## config.mk

```make
export PLATFORM = sky130hd
export DESIGN_NAME = snake_game_ctrl_flat
export DESIGN_NICKNAME = d
export VERILOG_FILES = /design/src/rtl/snake_game_ctrl_if.sv /design/src/rtl/snake_game_ctrl.sv /design/src/flat_wrapper.sv
export SDC_FILE = /design/constraint.sdc
export NUM_CORES = 1
export LEC_CHECK = 0
export BUFFER_PORTS_ARGS = -buffer_cell sky130_fd_sc_hd__buf_2
export CAP_MARGIN = 20
export CORE_MARGIN = 5
export CORE_UTILIZATION = 45
export DETAILED_ROUTE_END_ITERATION = 6
export PLACE_DENSITY = 0.64
export SLEW_MARGIN = 20
export SYNTH_ARGS = -nofsm -noshare
export SYNTH_HDL_FRONTEND = slang
export SYNTH_SLANG_ARGS = --single-unit
```

## constraint.sdc

```tcl
create_clock -name clk_i -period 5.74 [get_ports clk_i]
set_clock_uncertainty 0.15 [all_clocks]
set_input_delay 1.148 -clock clk_i [delete_from_list [all_inputs] [get_ports clk_i]]
set_output_delay 1.148 -clock clk_i [all_outputs]
set_load 0.02 [all_outputs]
```

## src/rtl/snake_game_ctrl_if.sv

```systemverilog
// rtl/snake_game_ctrl_if.sv - signal bundle between the game sequencer and the snake/food/display blocks
interface snake_game_ctrl_if;
   logic       start_btn;
   logic       hit_wall;
   logic       hit_body;
   logic       food_eaten;
   logic [1:0] game_status;
   logic       move_tick;
   logic       snake_rst_n;
   logic       die_flash;
   logic       inc_len;
   logic [7:0] score;
   logic [2:0] lives;

   modport master (
      input  start_btn, hit_wall, hit_body, food_eaten,
      output game_status, move_tick, snake_rst_n, die_flash, inc_len, score, lives
   );

   modport slave (
      output start_btn, hit_wall, hit_body, food_eaten,
      input  game_status, move_tick, snake_rst_n, die_flash, inc_len, score, lives
   );
endinterface

```

## src/rtl/snake_game_ctrl.sv

```systemverilog
// rtl/snake_game_ctrl.sv - game status FSM, move timebase, death blink, growth handshake, score and lives
module snake_game_ctrl #(
   parameter int MOVE_PERIOD    = 12500000,
   parameter int START_TICKS    = 8,
   parameter int FLASH_PERIOD   = 6250000,
   parameter int FLASH_COUNT    = 6,
   parameter int START_LIVES    = 3,
   parameter int INC_LEN_CYCLES = 4
) (
   input  logic              clk_i,
   input  logic              reset_i,
   snake_game_ctrl_if.master gif
);
   localparam int MW = $clog2(MOVE_PERIOD);
   localparam int FW = $clog2(FLASH_PERIOD + 1);
   localparam int TW = $clog2(START_TICKS + 1);
   localparam int CW = $clog2(FLASH_COUNT + 1);
   localparam int IW = $clog2(INC_LEN_CYCLES + 1);

   typedef enum logic [1:0] {IDLE = 2'b00, START = 2'b01, PLAY = 2'b10, DIE = 2'b11} state_e;

   state_e        state_q, state_d;
   logic [MW-1:0] move_cnt_q, move_cnt_d, move_next;
   logic [TW-1:0] tick_cnt_q, tick_cnt_d;
   logic [FW-1:0] flash_cnt_q, flash_cnt_d;
   logic [CW-1:0] toggle_cnt_q, toggle_cnt_d;
   logic [IW-1:0] inc_cnt_q, inc_cnt_d;
   logic          start_prev_q, food_prev_q;
   logic          move_tick_q, move_tick_d;
   logic          snake_rst_n_q, snake_rst_n_d;
   logic          die_flash_q, die_flash_d;
   logic          inc_len_q, inc_len_d;
   logic [7:0]    score_q, score_d;
   logic [2:0]    lives_q, lives_d;
   logic          start_rise, food_rise, hit;

   assign start_rise = gif.start_btn & ~start_prev_q;
   assign food_rise  = gif.food_eaten & ~food_prev_q;
   assign hit        = gif.hit_wall | gif.hit_body;
   assign move_next  = (move_cnt_q == MW'(MOVE_PERIOD - 1)) ? '0 : move_cnt_q + MW'(1);

   always_comb begin
      state_d       = state_q;
      move_cnt_d    = move_cnt_q;
      tick_cnt_d    = tick_cnt_q;
      flash_cnt_d   = flash_cnt_q;
      toggle_cnt_d  = toggle_cnt_q;
      inc_cnt_d     = inc_cnt_q;
      move_tick_d   = 1'b0;
      snake_rst_n_d = snake_rst_n_q;
      die_flash_d   = 1'b1;
      inc_len_d     = 1'b0;
      score_d       = score_q;
      lives_d       = lives_q;
      case (state_q)
         IDLE: begin
            move_cnt_d    = '0;
            tick_cnt_d    = '0;
            inc_cnt_d     = '0;
            snake_rst_n_d = 1'b0;
            if (start_rise) begin
               state_d = START;
               lives_d = 3'(START_LIVES);
               score_d = '0;
            end
         end
         START: begin
            snake_rst_n_d = 1'b1;
            move_cnt_d    = move_next;
            move_tick_d   = (move_next == MW'(MOVE_PERIOD - 1));
            // the tick being shown now is counted; the last one hands over to PLAY
            if (move_tick_q) begin
               if (tick_cnt_q == TW'(START_TICKS - 1)) begin
                  state_d    = PLAY;
                  tick_cnt_d = '0;
               end else begin
                  tick_cnt_d = tick_cnt_q + TW'(1);
               end
            end
         end
         PLAY: begin
            snake_rst_n_d = 1'b1;
            move_cnt_d    = move_next;
            move_tick_d   = (move_next == MW'(MOVE_PERIOD - 1));
            if (inc_cnt_q != '0) begin
               inc_cnt_d = inc_cnt_q - IW'(1);
               inc_len_d = (inc_cnt_q > IW'(1));
            end
            if (hit) begin
               state_d      = DIE;
               move_cnt_d   = '0;
               move_tick_d  = 1'b0;
               inc_cnt_d    = '0;
               inc_len_d    = 1'b0;
               flash_cnt_d  = '0;
               toggle_cnt_d = '0;
            end else if (food_rise && inc_cnt_q == '0) begin
               if (score_q != 8'hFF) score_d = score_q + 8'd1;
               inc_cnt_d = IW'(INC_LEN_CYCLES);
               inc_len_d = 1'b1;
            end
         end
         DIE: begin
            move_cnt_d  = '0;
            die_flash_d = die_flash_q;
            if (toggle_cnt_q == CW'(FLASH_COUNT)) begin
               die_flash_d   = 1'b1;
               snake_rst_n_d = 1'b0;
               flash_cnt_d   = '0;
               toggle_cnt_d  = '0;
               lives_d       = (lives_q != 3'd0) ? lives_q - 3'd1 : 3'd0;
               state_d       = (lives_q <= 3'd1) ? IDLE : START;
            end else if (flash_cnt_q == FW'(FLASH_PERIOD - 1)) begin
               flash_cnt_d  = '0;
               die_flash_d  = ~die_flash_q;
               toggle_cnt_d = toggle_cnt_q + CW'(1);
            end else begin
               flash_cnt_d = flash_cnt_q + FW'(1);
            end
         end
      endcase
   end

   always_ff @(posedge clk_i) begin
      if (reset_i) begin
         state_q       <= IDLE;
         move_cnt_q    <= '0;
         tick_cnt_q    <= '0;
         flash_cnt_q   <= '0;
         toggle_cnt_q  <= '0;
         inc_cnt_q     <= '0;
         start_prev_q  <= 1'b0;
         food_prev_q   <= 1'b0;
         move_tick_q   <= 1'b0;
         snake_rst_n_q <= 1'b0;
         die_flash_q   <= 1'b1;
         inc_len_q     <= 1'b0;
         score_q       <= '0;
         lives_q       <= 3'(START_LIVES);
      end else begin
         state_q       <= state_d;
         move_cnt_q    <= move_cnt_d;
         tick_cnt_q    <= tick_cnt_d;
         flash_cnt_q   <= flash_cnt_d;
         toggle_cnt_q  <= toggle_cnt_d;
         inc_cnt_q     <= inc_cnt_d;
         start_prev_q  <= gif.start_btn;
         food_prev_q   <= gif.food_eaten;
         move_tick_q   <= move_tick_d;
         snake_rst_n_q <= snake_rst_n_d;
         die_flash_q   <= die_flash_d;
         inc_len_q     <= inc_len_d;
         score_q       <= score_d;
         lives_q       <= lives_d;
      end
   end

   assign gif.game_status = state_q;
   assign gif.move_tick   = move_tick_q;
   assign gif.snake_rst_n = snake_rst_n_q;
   assign gif.die_flash   = die_flash_q;
   assign gif.inc_len     = inc_len_q;
   assign gif.score       = score_q;
   assign gif.lives       = lives_q;
endmodule

```

## src/flat_wrapper.sv

```systemverilog
// flat-port wrapper written by rule: the top's interface ports become plain ports
module snake_game_ctrl_flat 
#(
   parameter int MOVE_PERIOD    = 12500000,
   parameter int START_TICKS    = 8,
   parameter int FLASH_PERIOD   = 6250000,
   parameter int FLASH_COUNT    = 6,
   parameter int START_LIVES    = 3,
   parameter int INC_LEN_CYCLES = 4
)
  (clk_i, reset_i, gif_start_btn, gif_hit_wall, gif_hit_body, gif_food_eaten, gif_game_status, gif_move_tick, gif_snake_rst_n, gif_die_flash, gif_inc_len, gif_score, gif_lives);
  snake_game_ctrl_if gif_i ();
  input  logic clk_i;
  input  logic reset_i;
  input wire logic [$bits(gif_i.start_btn)-1:0] gif_start_btn;
  input wire logic [$bits(gif_i.hit_wall)-1:0] gif_hit_wall;
  input wire logic [$bits(gif_i.hit_body)-1:0] gif_hit_body;
  input wire logic [$bits(gif_i.food_eaten)-1:0] gif_food_eaten;
  output wire logic [$bits(gif_i.game_status)-1:0] gif_game_status;
  output wire logic [$bits(gif_i.move_tick)-1:0] gif_move_tick;
  output wire logic [$bits(gif_i.snake_rst_n)-1:0] gif_snake_rst_n;
  output wire logic [$bits(gif_i.die_flash)-1:0] gif_die_flash;
  output wire logic [$bits(gif_i.inc_len)-1:0] gif_inc_len;
  output wire logic [$bits(gif_i.score)-1:0] gif_score;
  output wire logic [$bits(gif_i.lives)-1:0] gif_lives;
  assign gif_i.start_btn = gif_start_btn;
  assign gif_i.hit_wall = gif_hit_wall;
  assign gif_i.hit_body = gif_hit_body;
  assign gif_i.food_eaten = gif_food_eaten;
  assign gif_game_status = gif_i.game_status;
  assign gif_move_tick = gif_i.move_tick;
  assign gif_snake_rst_n = gif_i.snake_rst_n;
  assign gif_die_flash = gif_i.die_flash;
  assign gif_inc_len = gif_i.inc_len;
  assign gif_score = gif_i.score;
  assign gif_lives = gif_i.lives;
  snake_game_ctrl #(.MOVE_PERIOD(MOVE_PERIOD), .START_TICKS(START_TICKS), .FLASH_PERIOD(FLASH_PERIOD), .FLASH_COUNT(FLASH_COUNT), .START_LIVES(START_LIVES), .INC_LEN_CYCLES(INC_LEN_CYCLES)) u_core (.clk_i(clk_i), .reset_i(reset_i), .gif(gif_i));
endmodule
```

Yosys cells after proc, flatten, opt, wreduce, memory -nomap -nowiden:

Index checks and enable logic that the tools add are counted.

* multiplexer cells: 40
* shift operators: 0
* reductions and logical operators: 20
* add/subtract/negate cells: 7
* eq/ne operators: 19
* order comparisons: 2
* bitwise logic cells: 8
* div/mod/pow operators: 0
* multipliers: 0

Operators by type and width (count)
* $pmux 24 s3: 1
* $mux 23: 3
* $eq 24x24->1 const B: 2
* $mux 24: 2
* $pmux 23 s2: 1
* $mux 8: 4
* $mux 3: 9
* $add 24x1->24 const B: 1
* $add 23x1->23 const B: 1
* $eq 23x23->1 const B: 1
* $pmux 3 s2: 3
* $pmux 8 s2: 1
* $ne 2x1->1 const B: 7
* $mux 2: 5
* $reduce_and 5->1: 2
* $add 8x1->8 const B: 1
* $mux 4: 2
* $ne 8x8->1 const B: 1
* $pmux 2 s4: 1
* $pmux 4 s2: 1
* $reduce_bool 2->1: 4
* $reduce_and 2->1: 3
* $reduce_and 3->1: 2
* $reduce_bool 3->1: 2
* 23 further kinds: 36

* output and inout port bits: 17
* bits in registers: 76
* bits in latches: 0
* logic and storage cells: 110
* memories kept: 0
* RAM bits: 0
* bits in read-only memories: 0

Depth between registers and ports, before layout:

* depth after elaboration: 6
* mapped depth: 9

Worst setup path before layout:

OpenSTA, ideal clock, no wires.

* kind: input to register
* from: in gif_hit_body
* to: reg u_core.move_tick_q, in the netlist u_core.gif.move_tick
* cell stages on the path: 7
* slack: 3.144 ns
* arrival: 2.359 ns
* required time: 5.503 ns
* cell sequence: or3b_1 -> buf_2 -> a21oi_1 -> o41ai_1 -> nor2_1 -> nand3b_1 -> nor4b_2

* word-level cells in the longest chain between the ends: 3

RTL lines
* start: declaration: RTL line flat_wrapper.sv:17 `input wire logic [$bits(gif_i.hit_body)-1:0] gif_hit_body;`
* $or 1x1->1: RTL line snake_game_ctrl.sv:39 `assign hit = gif.hit_wall | gif.hit_body;`
* $mux 1: RTL line snake_game_ctrl.sv:89 `if (hit) begin`
* $pmux 1 s2: RTL line snake_game_ctrl.sv:55 `case (state_q)`
* end signal: assignment: RTL line snake_game_ctrl.sv:149 `move_tick_q <= move_tick_d;`
* end: declaration: RTL line snake_game_ctrl.sv:29 `logic move_tick_q, move_tick_d;`

Every way passes these cells.
A chain may end at the register's enable or synchronous reset.

Worst setup path after layout:

* from: reg u_core.state_q[0], in the netlist u_core.gif.game_status[0]
* to: reg u_core.flash_cnt_q[21]

* word-level cells in the longest chain between the ends: 3

RTL lines
* start: declaration: RTL line snake_game_ctrl.sv:22 `state_e state_q, state_d;`
* start signal: assignment: RTL line snake_game_ctrl.sv:141 `state_q <= state_d;`
* $eq 2x2->1: RTL line snake_game_ctrl.sv:55
* $ne 2x1->1 (no line) or $reduce_bool 2->1 (tied branches)
* $reduce_and 2->1 (no line)
* end signal: assignment: RTL line snake_game_ctrl.sv:144 `flash_cnt_q <= flash_cnt_d;`
* end: declaration: RTL line snake_game_ctrl.sv:25 `logic [FW-1:0] flash_cnt_q, flash_cnt_d;`

Parallel ways exist; a longest one is shown, timed or not.

==> run summary <==
outcome: finished clean
register area share after synthesis: 38.8%
Die Ht: 103 um
Net Count, Synth: 483
Mapped Avg Cell Area: 8.44 um^2
vias in the first global route: 2926
area delta synth->final: 9.01%
clk slew on worst S/H paths: 0.09 ns
slew margin rel.: 43.1%
maximum vdd drop: 0.125 mV
Final Slew Violations: 0
Crit path largest cell delay: 0.63 ns
aggregate global-route resource usage: 16.0%
core area: 0.00859 mm^2
clk_lat worst skew: 0.35 ns
Initial Util: 45.6%
pin count of the biggest net entering global routing: 26
Setup Crit Path Kind: reg2reg
hold path start: u_core.move_cnt_q[0]$_SDFF_PP0_
vias per std cell: 5.48
initial antenna violation count: 0
total gr overflow: 0
clock root cell: clkbuf_8
area leader, netlist: dfxtp_1
Port Buffer Count: 22
number of max-cap violations: 0
Power per Cell Area: 292 mW/mm^2
RSZ-0062 raised after global routing: false
r2r startpoint: u_core.gif.game_status[0]$_SDFFE_PP0P_
worst path cell trace: inv_1, ha_1, or3b_1, o21a_1, nand2_1, nand2b_1, nor2_1
asr flop ratio synth: 0%
Pre-antenna DRT Iters: 4
flop2flop setup slack: 2.95 ns
nets: 499
I/O Pins: 23
number of synthesized flops with an enable pin: 0
reg2reg end: u_core.flash_cnt_q[21]$_SDFFE_PP0P_
area fraction of the dominant cell type after synthesis: 38.8%
Crit Path Max Fanout: 22
fmax: 0.358 GHz
DP Area: 0.00409 mm^2
HPWL Detailed: 5.64 mm
setup_tns: 0 ns
Fill cells: 868
hold depth: 1
Synth Flop Type: dfxtp_1
multi-input logic area: 0.00228 mm^2
H-Tree Depth: 3
storage element area: 0.00152 mm^2
die area: 0.0107 mm^2
Clock Sinks: 76
CP max-delay cell: nand2b_1
DIE WIDTH: 103 um
synth top area cells: dfxtp_1 (39%), nor2_1 (7.8%), xor2_1 (7.4%)
synthesized flop and latch total: 76
initial DRC count: 137
min cycle time layout: 2.79 ns
hold path endpoint: u_core.move_cnt_q[0]$_SDFF_PP0_
total CTS buffers: 9
via count: 3252
first-pass GRT wire length: 13.7 mm
Overall Power: 0.00125 W
unique cell type count in the Yosys netlist: 55
Arr. time, crit path: 2.84 ns
synthesis warning total: 0
Row Count: 34
CP bufs+invs: 1
Max clock buf depth: 2
Routed Antenna Nets: 0
drc violations: 0
hold buffers post-CTS: 0
CP Data Required Time: 5.78 ns
final number of setup-violating endpoints: 0
# resized after CTS: 0
final hold violation count: 0
startpoint types: flop
class of the worst hold path: reg2reg
Syn Inst Count: 464
synthesized area: 0.00392 mm^2
Slew @ Worst Pin: 0.854 ns
Worst Setup End Kind: flop
WL/cell: 13.5 um
CP delay by family, top: simple AND/OR/NAND/NOR gates
Ant. Diodes: 0
share of layout cells above drive strength 1: 11.3%
static leakage: 1.48 nW
CTS tree: yes
GP Congestion: 0.822
fin crit share: 48.6%
final instance area: 0.00427 mm^2
postcts setup bufs: 0
Routed WL: 8.02 mm
reg2reg path depth: 7
power breakdown:
part | internal, W | leakage (nW) | switching (W)
combinational | 0.0000971 | 0.788 | 0.000191
clock | 0.000167 | 0.0803 | 0.000207
sequential | 0.000555 | 0.614 | 0.0000295
cell families after synthesis:
logic type               share of synthesized area (%)
AND/OR/NAND/NOR                                   32.1
flip-flops                                        38.8
AO/OA/AOI/OAI                                     9.77
XOR/XNOR                                          11.0
buffers and inverters                             3.13
adder cells (fa/ha/maj)                           4.15
multiplexers                                      1.05
cell usage in the layout, fill, tap and decap left out, types with 2 or more instances in the layout:
master | synthesis | final
nand2_1 | 35 | 35
nor3_1 | 8 | 8
nor4_1 | 4 | 4
or2_2 | 2 | 2
buf_2 | 8 | 22
nor4_2 | 2 | 2
dfxtp_1 | 76 | 76
nand4_2 | 2 | 2
nand3b_1 | 4 | 4
or3_1 | 2 | 2
nand4b_1 | 2 | 2
nand3_1 | 19 | 19
clkbuf_8 | 0 | 10
mux2i_1 | 3 | 3
nor4b_1 | 4 | 4
o21a_1 | 2 | 2
inv_1 | 10 | 10
ha_1 | 13 | 13
xnor2_1 | 16 | 16
and3_1 | 8 | 8
and4_1 | 7 | 7
clkinv_2 | 0 | 2
nor3_2 | 2 | 2
a211oi_1 | 2 | 2
nor2b_1 | 9 | 9
o21ai_0 | 17 | 17
o22ai_1 | 3 | 3
nand2b_1 | 8 | 8
a31oi_1 | 2 | 2
a21oi_1 | 21 | 21
a21o_1 | 3 | 3
a311oi_1 | 3 | 3
nand4_1 | 21 | 21
xor2_1 | 33 | 33
and2_1 | 3 | 3
clkinvlp_4 | 0 | 4
nor2_1 | 81 | 81
flip-flops by register name, summed over array words and instances, names as in the netlist, 2 cells and up:
| name | flops |
|---|---|
| u_core.gif.lives | 3 |
| u_core.inc_cnt_q | 3 |
| u_core.flash_cnt_q | 23 |
| u_core.gif.score | 8 |
| u_core.move_cnt_q | 24 |
| u_core.gif.game_status | 2 |
| u_core.toggle_cnt_q | 3 |
| u_core.tick_cnt_q | 4 |
worst reg2reg max path, delay by kind of cell (launching register included):
| family | cells | cell delay, ns |
|---|---|---|
| and+or+nand+nor | 4 | 1.30 |
| DFF | 1 | 0.43 |
| adders and majority gates | 1 | 0.32 |
| buffers and inverters | 1 | 0.12 |
| AOI/OAI and AO/OA | 1 | 0.34 |
per-stage QoR:
step	setup slack (ns)	hold slack, ns	instances	util (%)
detailed placement	2.60	0.334	577	47.6
CTS	2.94	0.347	593	49.7
floorplan	3.14	0.298	464	-
global placement	2.69	0.324	577	47.6
global route	2.71	0.358	593	49.7
finish	2.95	0.346	593	49.7
metal layers:
| metal | global-route usage [%] | vias up | part of all wire [%] |
|---|---|---|---|
| met5 | 0 | - | 0 |
| met4 | 4.38 | 0 | 1.1 |
| met3 | 4.36 | 7 | 4.5 |
| met2 | 25.3 | 63 | 46 |
| met1 | 21.5 | 1515 | 49 |
| li1 | - | 1667 | - |
worst max path at each step:
stage	start	cells past startpoint	slack (ns)	end
2_1_floorplan	gif_hit_body	7	3.14	u_core.gif.move_tick$_SDFF_PP0_
5_1_grt	u_core.gif.game_status[0]$_SDFFE_PP0P_	7	2.71	u_core.flash_cnt_q[14]$_SDFFE_PP0P_
3_5_place_dp	gif_hit_body	6	2.60	u_core.flash_cnt_q[21]$_SDFFE_PP0P_
6_report	u_core.gif.game_status[0]$_SDFFE_PP0P_	7	2.95	u_core.flash_cnt_q[21]$_SDFFE_PP0P_
3_3_place_gp	gif_hit_body	6	2.69	u_core.flash_cnt_q[6]$_SDFFE_PP0P_
4_1_cts	u_core.gif.game_status[0]$_SDFFE_PP0P_	7	2.94	u_core.flash_cnt_q[21]$_SDFFE_PP0P_
final cells by class:
cell class	instances	share of cell area (%)
well taps	108	3.16
clock buffers	10	3.22
repair buffers	23	2.75
flip-flops and latches	76	35.6
clock inverters	6	0.938
multi-input cells	360	53.4
inverters	10	0.879
cells in the mapped netlist, types with 2 or more instances:
library cell and count:
nor2_1 81, dfxtp_1 76, nand2_1 35, xor2_1 33
a21oi_1 21, nand4_1 21, nand3_1 19, o21ai_0 17
xnor2_1 16, ha_1 13, inv_1 10, nor2b_1 9
and3_1 8, buf_2 8, clkbuf_1 8, nand2b_1 8
nor3_1 8, and4_1 7, nand3b_1 4, nor4_1 4
nor4b_1 4, a21o_1 3, a311oi_1 3, and2_1 3
mux2i_1 3, o22ai_1 3, a211oi_1 2, a31oi_1 2
buf_4 2, nand4_2 2, nand4b_1 2, nor3_2 2
nor4_2 2, o21a_1 2, or2_2 2, or3_1 2
Power figures use the tool's default switching activity.
